$ cat src/rtl/err_sat_diff_pkg.sv
// err_sat_diff_pkg: shared default widths and saturation limit helpers for the error/derivative path
package err_sat_diff_pkg;

    localparam int DEF_IN_W  = 16;
    localparam int DEF_ERR_W = 10;
    localparam int DEF_D_W   = 7;
    localparam int SAT_CNT_W = 8;

    // Largest value representable in a w-bit two's-complement word
    function automatic int sat_max(input int w);
        return (1 << (w - 1)) - 1;
    endfunction

    // Most negative value representable in a w-bit two's-complement word
    function automatic int sat_min(input int w);
        return -(1 << (w - 1));
    endfunction

endpackage

$ cat src/rtl/err_sat_diff_sat_signed.sv
// sat_signed: combinational two's-complement clamp from I_W to O_W bits with a clamp-occurred flag
module sat_signed
    import err_sat_diff_pkg::*;
#(
    parameter int I_W = 11,
    parameter int O_W = 7
) (
    input  logic [I_W-1:0] i_d,
    output logic [O_W-1:0] o_q,
    output logic           o_clamp
);

    localparam logic [O_W-1:0] MAX = O_W'(sat_max(O_W));
    localparam logic [O_W-1:0] MIN = O_W'(sat_min(O_W));

    logic [I_W-O_W:0] w_top;

    // The value fits only when every bit from the output sign bit upward agrees
    always_comb begin
        w_top   = i_d[I_W-1:O_W-1];
        o_clamp = (|w_top) & ~(&w_top);
        o_q     = o_clamp ? (i_d[I_W-1] ? MIN : MAX) : i_d[O_W-1:0];
    end

endmodule

$ cat src/rtl/err_sat_diff.sv
// err_sat_diff: saturates a raw error sample, then forms a lagged, saturated derivative with saturation statistics
module err_sat_diff
    import err_sat_diff_pkg::*;
#(
    parameter int IN_W   = DEF_IN_W,
    parameter int ERR_W  = DEF_ERR_W,
    parameter int D_W    = DEF_D_W,
    parameter int QDEPTH = 2,
    parameter int SIGNED = 1
) (
    input  logic                 clk,
    input  logic                 rst,
    input  logic                 vld,
    input  logic [IN_W-1:0]      err,
    input  logic                 clr,
    output logic [ERR_W-1:0]     err_sat,
    output logic [D_W-1:0]       D_diff_sat,
    output logic                 out_vld,
    output logic [SAT_CNT_W-1:0] sat_cnt,
    output logic                 sat_flag
);

    logic             r_in_vld;
    logic [IN_W-1:0]  r_in;
    logic             r_s1_vld;
    logic             r_s1_cl;
    logic [ERR_W-1:0] r_s1;
    logic [ERR_W-1:0] r_hist [QDEPTH];

    logic [ERR_W-1:0] w_s1_s;
    logic [ERR_W-1:0] w_s1;
    logic             w_s1_s_cl;
    logic             w_s1_u_cl;
    logic             w_s1_cl;
    logic [ERR_W:0]   w_a;
    logic [ERR_W:0]   w_b;
    logic [ERR_W:0]   w_diff;
    logic [D_W-1:0]   w_d;
    logic             w_d_cl;
    logic             w_sat;

    sat_signed #(.I_W(IN_W), .O_W(ERR_W)) u_sat_s1 (
        .i_d     (r_in),
        .o_q     (w_s1_s),
        .o_clamp (w_s1_s_cl)
    );

    sat_signed #(.I_W(ERR_W + 1), .O_W(D_W)) u_sat_s2 (
        .i_d     (w_diff),
        .o_q     (w_d),
        .o_clamp (w_d_cl)
    );

    // Stage-1 clamp selection and the one-bit-wider difference against the oldest history entry
    always_comb begin
        w_s1_u_cl = |r_in[IN_W-1:ERR_W];
        w_s1      = (SIGNED != 0) ? w_s1_s : (w_s1_u_cl ? '1 : r_in[ERR_W-1:0]);
        w_s1_cl   = (SIGNED != 0) ? w_s1_s_cl : w_s1_u_cl;
        w_a       = (SIGNED != 0) ? {r_s1[ERR_W-1], r_s1} : {1'b0, r_s1};
        w_b       = (SIGNED != 0) ? {r_hist[QDEPTH-1][ERR_W-1], r_hist[QDEPTH-1]} : {1'b0, r_hist[QDEPTH-1]};
        w_diff    = w_a - w_b;
        w_sat     = r_s1_cl | w_d_cl;
    end

    // Capture the incoming sample; clr discards a coincident sample
    always_ff @(posedge clk) begin
        if (rst) begin
            r_in_vld <= 1'b0;
            r_in     <= '0;
        end else begin
            r_in_vld <= vld & ~clr;
            if (vld & ~clr) r_in <= err;
        end
    end

    // Stage 1: register the saturated error and whether it clamped
    always_ff @(posedge clk) begin
        if (rst) begin
            r_s1_vld <= 1'b0;
            r_s1_cl  <= 1'b0;
            r_s1     <= '0;
        end else begin
            r_s1_vld <= r_in_vld & ~clr;
            if (r_in_vld) begin
                r_s1    <= w_s1;
                r_s1_cl <= w_s1_cl;
            end
        end
    end

    // Stage 2: publish outputs, advance history and update saturation statistics per accepted sample
    always_ff @(posedge clk) begin
        if (rst) begin
            out_vld    <= 1'b0;
            err_sat    <= '0;
            D_diff_sat <= '0;
            sat_cnt    <= '0;
            sat_flag   <= 1'b0;
            r_hist     <= '{default: '0};
        end else if (clr) begin
            out_vld  <= 1'b0;
            sat_cnt  <= '0;
            sat_flag <= 1'b0;
            r_hist   <= '{default: '0};
        end else begin
            out_vld <= r_s1_vld;
            if (r_s1_vld) begin
                err_sat    <= r_s1;
                D_diff_sat <= w_d;
                r_hist[0]  <= r_s1;
                for (int i = 1; i < QDEPTH; i++) r_hist[i] <= r_hist[i-1];
                if (w_sat) begin
                    sat_cnt  <= (&sat_cnt) ? sat_cnt : sat_cnt + SAT_CNT_W'(1);
                    sat_flag <= 1'b1;
                end
            end
        end
    end

endmodule
$ cat config.mk
export PLATFORM = sky130hd
export DESIGN_NAME = err_sat_diff
export DESIGN_NICKNAME = d
export VERILOG_FILES = /design/src/rtl/err_sat_diff_pkg.sv /design/src/rtl/err_sat_diff_sat_signed.sv /design/src/rtl/err_sat_diff.sv
export SDC_FILE = /design/constraint.sdc
export NUM_CORES = 1
export LEC_CHECK = 0
export BUFFER_PORTS_ARGS = -buffer_cell sky130_fd_sc_hd__buf_2
export CAP_MARGIN = 15
export CORE_UTILIZATION = 30
export CTS_CLUSTER_DIAMETER = 40
export DETAILED_ROUTE_END_ITERATION = 10
export PLACE_DENSITY = 0.49
export SETUP_SLACK_MARGIN = 0.4
export SLEW_MARGIN = 20
export SYNTH_ARGS = -nofsm -noshare
export SYNTH_HDL_FRONTEND = slang
export SYNTH_SLANG_ARGS = --single-unit
$ cat constraint.sdc
create_clock -name clk -period 7.25 [get_ports clk]
set_input_delay 0.725 -clock clk [delete_from_list [all_inputs] [get_ports clk]]
set_output_delay 0.725 -clock clk [all_outputs]
set_load 0.01 [all_outputs]
Word-level counts from Yosys, hierarchy flattened
Cells that the tools add are included.
Widths: inputs -> output; s select.
{ "totals": {"regBits": 76, "in_bits": 20, "output_inout_bits": 27, "elab_cells": 36} }
{ "op_classes": {"add_sub_neg": 2, "n_mux": 4, "n_bitwise": 9, "reduce_logical": 9} }
{ "ops": {"columns": ["op", "count"], "rows": [
  ["$mux 10", 2],
  ["$mux 7", 2],
  ["$sub 10x10->11", 1],
  ["$add 8x1->8 const B", 1],
  ["$reduce_and 8->1", 1],
  ["$reduce_and 7->1", 1],
  ["$reduce_or 7->1", 1],
  ["$reduce_and 5->1", 1],
  ["$reduce_or 5->1", 1],
  ["$and 1x1->1", 4],
  ["$not 1->1", 4],
  ["$reduce_and 2->1", 2],
  ["$reduce_and 3->1", 1],
  ["$reduce_or 2->1", 1],
  ["$or 1x1->1", 1]
]} }

Depth between registers and ports, before layout
Gate-level depths: netlist of run 1.
{ "depth": {"word_depth": 6, "ltp_mapped": 12, "depth_no_buf": 11} }

Hierarchy
From an unflattened synthesis of run 1, not the netlist that was laid out.
{ "hier_totals": {"hier_cells": 427, "area_unflattened_um2": 3617.2} }
{ "by_module_without_submodules": {"columns": ["module", "instances", "cells_each", "area_per_inst_um2", "seq_area_each_um2"], "rows": [
  ["err_sat_diff", 1, 368, 3194.3, 1521.5],
  ["sat_signed (u_sat_s2)", 1, 30, 220.2, 0.0],
  ["sat_signed (u_sat_s1)", 1, 29, 202.7, 0.0]
]} }

Worst setup path after synthesis of run 1
No wires, ideal clock.
{ "synth_path": {"kind": "reg2reg", "startpoint": "register r_s1[0]", "endpoint": "register sat_cnt[1]", "setup_time_ns": 0.128, "arrival_time_ns": 2.751, "required_ns": 7.122, "setup_slack_ns": 4.371, "path_stages_with_launch": 13, "path_buffers": 1, "period_less_slack_ns": 2.879, "path_cell_list": "dfxtp_1 -> inv_1 -> ha_1 -> fa_1 -> nor2b_4 -> o31a_1 -> or3_4 -> a41o_4 -> or3_4 -> o211ai_2 -> buf_6 -> mux2i_1 -> nor2_1"} }
{ "synth_between": {"elab_chain_len": 6, "elab_cells_between_ends": 7, "cone_classes": "add/sub: 1; bitwise: 3; reduce/logical: 3"} }
{ "synth_lines": {"columns": ["item", "line", "source"], "rows": [
  ["start: declaration", "err_sat_diff.sv:27", "logic [ERR_W-1:0] r_s1;"],
  ["start signal: assignment", "err_sat_diff.sv:85", "r_s1 <= w_s1;"],
  ["$sub 10x10->11 (*)", "err_sat_diff.sv:61", "w_diff = w_a - w_b;"],
  ["$reduce_and 5->1", "err_sat_diff_sat_signed.sv:21", "o_clamp = (|w_top) & ~(&w_top);"],
  ["$not 1->1", "err_sat_diff_sat_signed.sv:21", null],
  ["$and 1x1->1 (*)", "err_sat_diff_sat_signed.sv:21", null],
  ["$or 1x1->1 (*)", "err_sat_diff.sv:62", "w_sat = r_s1_cl | w_d_cl;"],
  ["$reduce_and 3->1 (no source line) (*)", null, null],
  ["end signal: assignment", "err_sat_diff.sv:113", "sat_cnt <= (&sat_cnt) ? sat_cnt : sat_cnt + SAT_CNT_W'(1);"],
  ["end: declaration", "err_sat_diff.sv:19", "output logic [SAT_CNT_W-1:0] sat_cnt,"]
]} }
Mark *: on every way between the ends. The rest lies on a longest branch, timed or not.
A chain may end at the register's enable or synchronous reset.

Worst setup path in the final report of run 1
Ends and elaborated chain as after synthesis.

==> results of run 1 <==
-- logic make-up after synthesis --
group | share of synthesized area
AOI/OAI and AO/OA | 0.189
xor gates and xnor gates | 0.0124
adders and majority gates | 0.0445
buffers and inverters | 0.0522
DFF | 0.429
muxes | 0.0621
and+or+nand+nor | 0.211
-- power breakdown --
group,switching (W),total (W),internal [W]
registers,0.00000854,0.000435,0.000426
clock network,0.000170,0.000455,0.000284
logic,0.0000708,0.000117,0.0000464
-- flip-flops by register name (all words and copies together), names as in the netlist --
name / flops
out_vld: 1
D_diff_sat: 7
r_in_vld: 1
r_s1: 10
sat_cnt: 8
sat_flag: 1
r_s1_cl: 1
err_sat: 10
r_in: 16
r_s1_vld: 1
r_hist: 20
-- routing by layer --
metal  vias to the layer above  GRT usage  wire length, microns
li1                       1524          -                     -
met1                      1325      0.182                  3990
met2                        52      0.208                  3490
met3                         5     0.0410                   247
met4                         0     0.0480                    65
met5                         -          0                     0
-- layout make-up --
type | instances | area [sq um] | share of cell area
clock inverter | 3 | 46.3 | 0.0112
multi-input combinational | 301 | 1840 | 0.444
inverter | 14 | 52.6 | 0.0127
timing repair buffer | 49 | 253 | 0.0609
clock buffer | 12 | 256 | 0.0618
sequential | 76 | 1520 | 0.367
tap | 143 | 179 | 0.0431
-- tightest hold or removal path, cell delays in order (launching register included) --
cell	delay, ns
dfxtp_1	0.30
nand2_1	0.05
a21oi_1	0.05
-- through the flow --
step / cells / hold WS [ns] / power, W
after detailed placement: 583 / 0.442 / 0.000561
after floorplan: 417 / 0.437 / 0.000533
after CTS: 598 / 0.454 / 0.00102
after global placement: 583 / 0.443 / 0.000561
after global routing: 598 / 0.473 / 0.00106
final: 598 / 0.451 / 0.00101
-- synth_stat cells, types with 2 or more instances --
cell type / count
o2111ai_1: 2
a211o_1: 2
nand4_1: 4
nor3_1: 3
buf_6: 2
nor2_1: 52
or3_4: 2
buf_1: 3
nand2_1: 63
ha_1: 11
o31ai_1: 2
or2_2: 3
o211ai_1: 2
a21oi_1: 44
xnor2_1: 3
o21ai_0: 5
or4_1: 2
xor2_1: 2
o21a_1: 5
clkbuf_1: 18
nor2b_1: 6
a21o_1: 3
nand3_1: 10
and3_1: 2
nor4_1: 3
dfxtp_1: 76
mux2i_1: 22
inv_1: 14
or3_1: 6
a211oi_1: 15
o21ai_1: 5
-- how the worst max path moves through the flow --
stage,start,end,slack (ns),cells after the start
after floorplan,r_s1[0],sat_cnt[1],4.37,12
after global routing,r_s1[0],sat_cnt[1],3.88,11
after global placement,r_s1[0],sat_cnt[1],4.13,11
final,r_s1[0],sat_cnt[1],4.03,11
after CTS,r_s1[0],sat_cnt[1],4.02,11
after detailed placement,r_s1[0],sat_cnt[1],4.02,11
==> results.sh, run 1 <==
export IMPL_outcome="complete, no violations"
export IMPL_critPathMaxStageDelay_ns=0.48
export IMPL_number_of_flops_mapped_to_enable_cells_by_yosys=0
export IMPL_critical_path_buf_inv_count=1
export IMPL_final_cell_mix="dfxtp_1 (76), nand2_1 (63), nor2_1 (52), buf_2 (46), a21oi_1 (44)"
export IMPL_worst_slew_pin_transition_ns=0.868
export IMPL_syn_to_final_growth_pct=17.0
export IMPL_wl_microns=7800
export IMPL_placementRows=39
export IMPL_grt_first_pass_wirelength_microns=13400
export IMPL_regToRegEndpoint="sat_cnt[1]"
export IMPL_drtPass1Iterations=4
export IMPL_synth_yosys_warnings=0
export IMPL_layout_cells_sized_above_1=0.171
export IMPL_antenna_cells=0
export IMPL_clockBufferDepth=2
export IMPL_grt_use_total=0.136
export IMPL_irDropWorstVdd_mv=0.201
export IMPL_vias_in_the_first_global_route=2719
export IMPL_worstPathArrival_ns=3.41
export IMPL_vias_per_cell=4.86
export IMPL_setup_violations=0
export IMPL_cts_made_buffers=9
export IMPL_port_buffers=46
export IMPL_detail_route_drc_violations=0
export IMPL_delay_heaviest_family_cp="compound AO/OA/AOI/OAI gates"
export IMPL_worst_path_max_fanout=12
export IMPL_power_density_nw_per_um2=242
export IMPL_ys_seq_area_frac=0.429
export IMPL_finalInstanceArea_sq_um=4150
export IMPL_hold_end="err_sat[2]"
export IMPL_die_w_microns=111
export IMPL_maximum_number_of_pins_on_one_net_before_global_route_repair=49
export IMPL_filler_cell_count=1183
export IMPL_post_route_worst_setup_slack_ns=4.03
export IMPL_critical_path_required_ns=7.45
export IMPL_ys_seq_elements=76
export IMPL_clock_skew_final_ns=0.00808
export IMPL_synth_area_per_cell_sq_um=8.50
export IMPL_netlist_area_sq_um=3550
export IMPL_startpoint_type="flop"
export IMPL_synth_area_leader_cell="dfxtp_1"
export IMPL_tritoncts="built"
export IMPL_drtAntennaViolNets=0
export IMPL_layout_commonest_cell="dfxtp_1"
export IMPL_postSynthNetCount=449
export IMPL_die_height_microns=111
export IMPL_final_util=0.362
export IMPL_grt_antenna_before_repair=0
export IMPL_rr_startpoint="r_s1[0]"
export IMPL_post_synth_main_area_contributors="dfxtp_1 (43%), nand2_1 (6.7%), a21oi_1 (6.2%)"
export IMPL_gpl_final_weighted_congestion=0.792
export IMPL_max_cap_viol_count=0
export IMPL_fp_dieArea_sq_um=12300
export IMPL_design_portCount=47
export IMPL_preCtsSetupSlack_ns=4.02
export IMPL_holdCritStartpoint="err_sat[2]"
export IMPL_nets=483
export IMPL_vias=2906
export IMPL_period_share=0.444
export IMPL_yosysTopAreaCellShare=0.429
export IMPL_numClockSinks=76
export IMPL_place_detailed_hpwl_microns=5600
export IMPL_grt_overflow_total=0
export IMPL_slew_headroom=0.421
export IMPL_holdPathStages=2
export IMPL_regToRegSetupSlack_ns=4.03
export IMPL_slowest_stage="o211ai_2"
export IMPL_hold_viol_final=0
export IMPL_placedInstanceArea_sq_um=3840
export IMPL_hold_buffers=0
export IMPL_async_flop_share=0
export IMPL_cellLeakagePower_nw=1.54
export IMPL_drtIter0Drc=226
export IMPL_h_tree_depth=3
export IMPL_max_clock_freq_mhz=311
export IMPL_synth_main_ff_cell="dfxtp_1"
export IMPL_synthesis_instances=417
export IMPL_core_region_area_sq_um=11500
export IMPL_critical_path_cell_chain="inv_1, ha_1, fa_1, nor2b_4, o31a_1, or3_4, a41o_4, or3_4, o211ai_2, mux2i_1, nor2_1"
export IMPL_post_route_min_period_ns=3.22
export IMPL_insertion_delay_ns=0.33
export IMPL_routed_wire_length_per_instance_microns=13.0
export IMPL_initial_utilization=0.309
export IMPL_slew_viol_final=0
export IMPL_critPathKind="reg -> reg"
export IMPL_r2r_worst_path_cells=11
export IMPL_post_cts_resized_instances=0
export IMPL_ys_types=56
export IMPL_hold_class="reg -> reg"
export IMPL_grt_setup_unrepaired="no"
export IMPL_clock_tree_root_cell="clkbuf_16"
export IMPL_cts_setup_buffers=0
export IMPL_cts_clk_slew_worst_paths_ns=0.05
export IMPL_critPathMostFrequentCell="or3_4"
export IMPL_endpoint_kind_of_the_worst_setup_timing_path="flop"
export IMPL_accumulated_negative_setup_slack_ns=0
Power figures use the tool's default switching activity.
==> run 2, diff against run 1 <==
clock period = 3.05 ns   (was 7.25 ns; I/O delays follow)
==> run 2 against run 1 <==
Against the previous run:
- sequential share of layout area down 2.7 points
- utilization increased by 3.2 points
- die area unchanged
- highest routed layer unchanged
- critical endpoint unchanged
- clock skew decreased by 0.0030 ns
- largest cell class unchanged
- first-iteration DRC count is 31% lower
- worst hold slack worse by 0.25 ns
- power is 140% higher
- largest power group unchanged
==> results.sh, run 2 (synthesized netlist as in run 1, its figures left out) <==
export IMPL_final_cell_mix="dfxtp_1 (67), nand2_1 (63), nor2_1 (52), buf_2 (46), a21oi_1 (44)"
export IMPL_worstPathArrival_ns=2.97
export IMPL_multiInputGateArea_sq_um=1980
export IMPL_antenna_cells=0
export IMPL_cts_made_buffers=9
export IMPL_cts_clk_slew_worst_paths_ns=0.06
export IMPL_startpoint_type="flop"
export IMPL_wl_microns=8580
export IMPL_slowest_stage="or3_4"
export IMPL_final_util=0.393
export IMPL_outcome="complete, no violations"
export IMPL_grt_first_pass_wirelength_microns=14300
export IMPL_vias_in_the_first_global_route=2933
export IMPL_holdPathStages=2
export IMPL_h_tree_depth=3
export IMPL_grt_antenna_before_repair=0
export IMPL_slew_headroom=0.541
export IMPL_initial_utilization=0.309
export IMPL_fp_dieArea_sq_um=12300
export IMPL_accumulated_negative_setup_slack_ns=0
export IMPL_holdCritStartpoint="vld"
export IMPL_place_detailed_hpwl_microns=5960
export IMPL_irDropWorstVdd_mv=0.474
export IMPL_design_portCount=47
export IMPL_regToRegSetupSlack_ns=0.28
export IMPL_filler_cell_count=1159
export IMPL_critical_path_cell_chain="inv_2, ha_4, fa_2, nor2b_4, o31a_1, or3_4, a41o_4, or3_4, o211ai_4, buf_6, mux2i_1, nor2_1"
export IMPL_core_region_area_sq_um=11500
export IMPL_port_buffers=46
export IMPL_routed_wire_length_per_instance_microns=13.7
export IMPL_layout_commonest_cell="dfxtp_1"
export IMPL_gpl_final_weighted_congestion=0.791
export IMPL_critPathMaxStageDelay_ns=0.41
export IMPL_worst_path_max_fanout=6
export IMPL_nets=510
export IMPL_cellLeakagePower_nw=1.73
export IMPL_ff_latch_area_sq_um=1530
export IMPL_slew_viol_final=0
export IMPL_drtIter0Drc=155
export IMPL_max_clock_freq_mhz=361
export IMPL_critical_path_required_ns=3.25
export IMPL_numClockSinks=76
export IMPL_grt_overflow_total=0
export IMPL_largest_register_ffs=20
export IMPL_tritoncts="built"
export IMPL_max_cap_viol_count=0
export IMPL_setup_violations=0
export IMPL_grt_setup_unrepaired="yes"
export IMPL_clock_tree_root_cell="clkbuf_16"
export IMPL_reg_top3="r_hist: 20 flops, r_in: 16 flops"
export IMPL_final_cell_count_no_fill=626
export IMPL_layout_cells_sized_above_1=0.273
export IMPL_endpoint_kind_of_the_worst_setup_timing_path="flop"
export IMPL_largest_register="r_hist"
export IMPL_clockBufferDepth=2
export IMPL_placementRows=39
export IMPL_critical_path_buf_inv_count=2
export IMPL_vias=3070
export IMPL_period_share=0.909
export IMPL_die_w_microns=111
export IMPL_critPathKind="reg -> reg"
export IMPL_rr_startpoint="r_s1[0]"
export IMPL_hold_end="r_in_vld"
export IMPL_hold_viol_final=0
export IMPL_drtAntennaViolNets=0
export IMPL_regToRegEndpoint="sat_cnt[1]"
export IMPL_r2r_worst_path_cells=12
export IMPL_delay_heaviest_family_cp="simple AND/OR/NAND/NOR gates"
export IMPL_drtPass1Iterations=4
export IMPL_vias_per_cell=4.90
export IMPL_die_height_microns=111
export IMPL_dpl_cell_count=594
export IMPL_critPathMostFrequentCell="or3_4"
export IMPL_post_route_min_period_ns=2.77
export IMPL_detail_route_drc_violations=0
export IMPL_grt_use_total=0.146
export IMPL_clock_skew_final_ns=0.00506
export IMPL_maximum_number_of_pins_on_one_net_before_global_route_repair=49
export IMPL_hold_class="in -> reg"
export IMPL_insertion_delay_ns=0.33
export IMPL_worst_slew_pin_transition_ns=0.684
export IMPL_power_density_nw_per_um2=546
export IMPL_syn_to_final_growth_pct=27.2
[run 2: changes by cell type in the layout (fill, tap and decap cells not counted), moves of 2 or more]
cell | previous run | this run
dfxtp_1 | 76 | 67
ha_4 | 0 | 5
clkinv_2 | 0 | 3
ha_1 | 11 | 4
dfxtp_2 | 0 | 9
inv_2 | 0 | 2
buf_4 | 3 | 28
inv_1 | 14 | 12
ha_2 | 0 | 2
buf_6 | 0 | 2
[run 2: metal layers]
layer	wire, microns	global-route usage
met5	0	0
met4	136	0.0569
met3	396	0.0366
met2	3900	0.229
met1	4150	0.192
[run 2: where the power goes]
group | internal, W | total [W] | switching [W]
Sequential | 0.00101 | 0.00103 | 0.0000195
Combinational | 0.000164 | 0.000365 | 0.000201
Clock | 0.000655 | 0.00107 | 0.000412
Total | 0.00183 | 0.00247 | 0.000632
[run 2: through the flow]
step / hold slack, ns / area, sq um / worst slack (ns) / total power, W
after CTS: 0.189 / 4380 / 0.318 / 0.00247
after detailed placement: 0.446 / 3960 / 0.158 / 0.00135
after floorplan: 0.427 / 3580 / 0.352 / 0.00127
after global placement: 0.445 / 3960 / 0.224 / 0.00135
after global routing: 0.219 / 4510 / 0.173 / 0.00258
final: 0.202 / 4510 / 0.279 / 0.00247
[run 2: repair_timing]
action,in CTS,in global routing
cloned,1,0
hold buffers,0,0
gates resized for setup,11,17
setup buffers,9,6
pin swaps,7,16
endpoints found under the setup margin,14,15
[run 2: area by class of cell]
type,instances,area share
tap,143,0.0397
timing repair buffer,76,0.103
clock inverter,6,0.0139
clock buffer,10,0.0530
sequential,76,0.340
multi-input combinational,301,0.440
inverter,14,0.0116
[run 2: how the worst max path moves through the flow]
stage / cells past startpoint / start / end / slack (ns)
floorplan: 12 / r_s1[0] / sat_cnt[1] / 0.35
global placement: 12 / r_s1[0] / sat_cnt[7] / 0.22
detailed placement: 12 / r_s1[0] / sat_cnt[7] / 0.16
CTS: 11 / r_hist[7] / sat_cnt[7] / 0.32
global route: 12 / r_s1[0] / sat_cnt[0] / 0.17
finish: 12 / r_s1[0] / sat_cnt[1] / 0.28
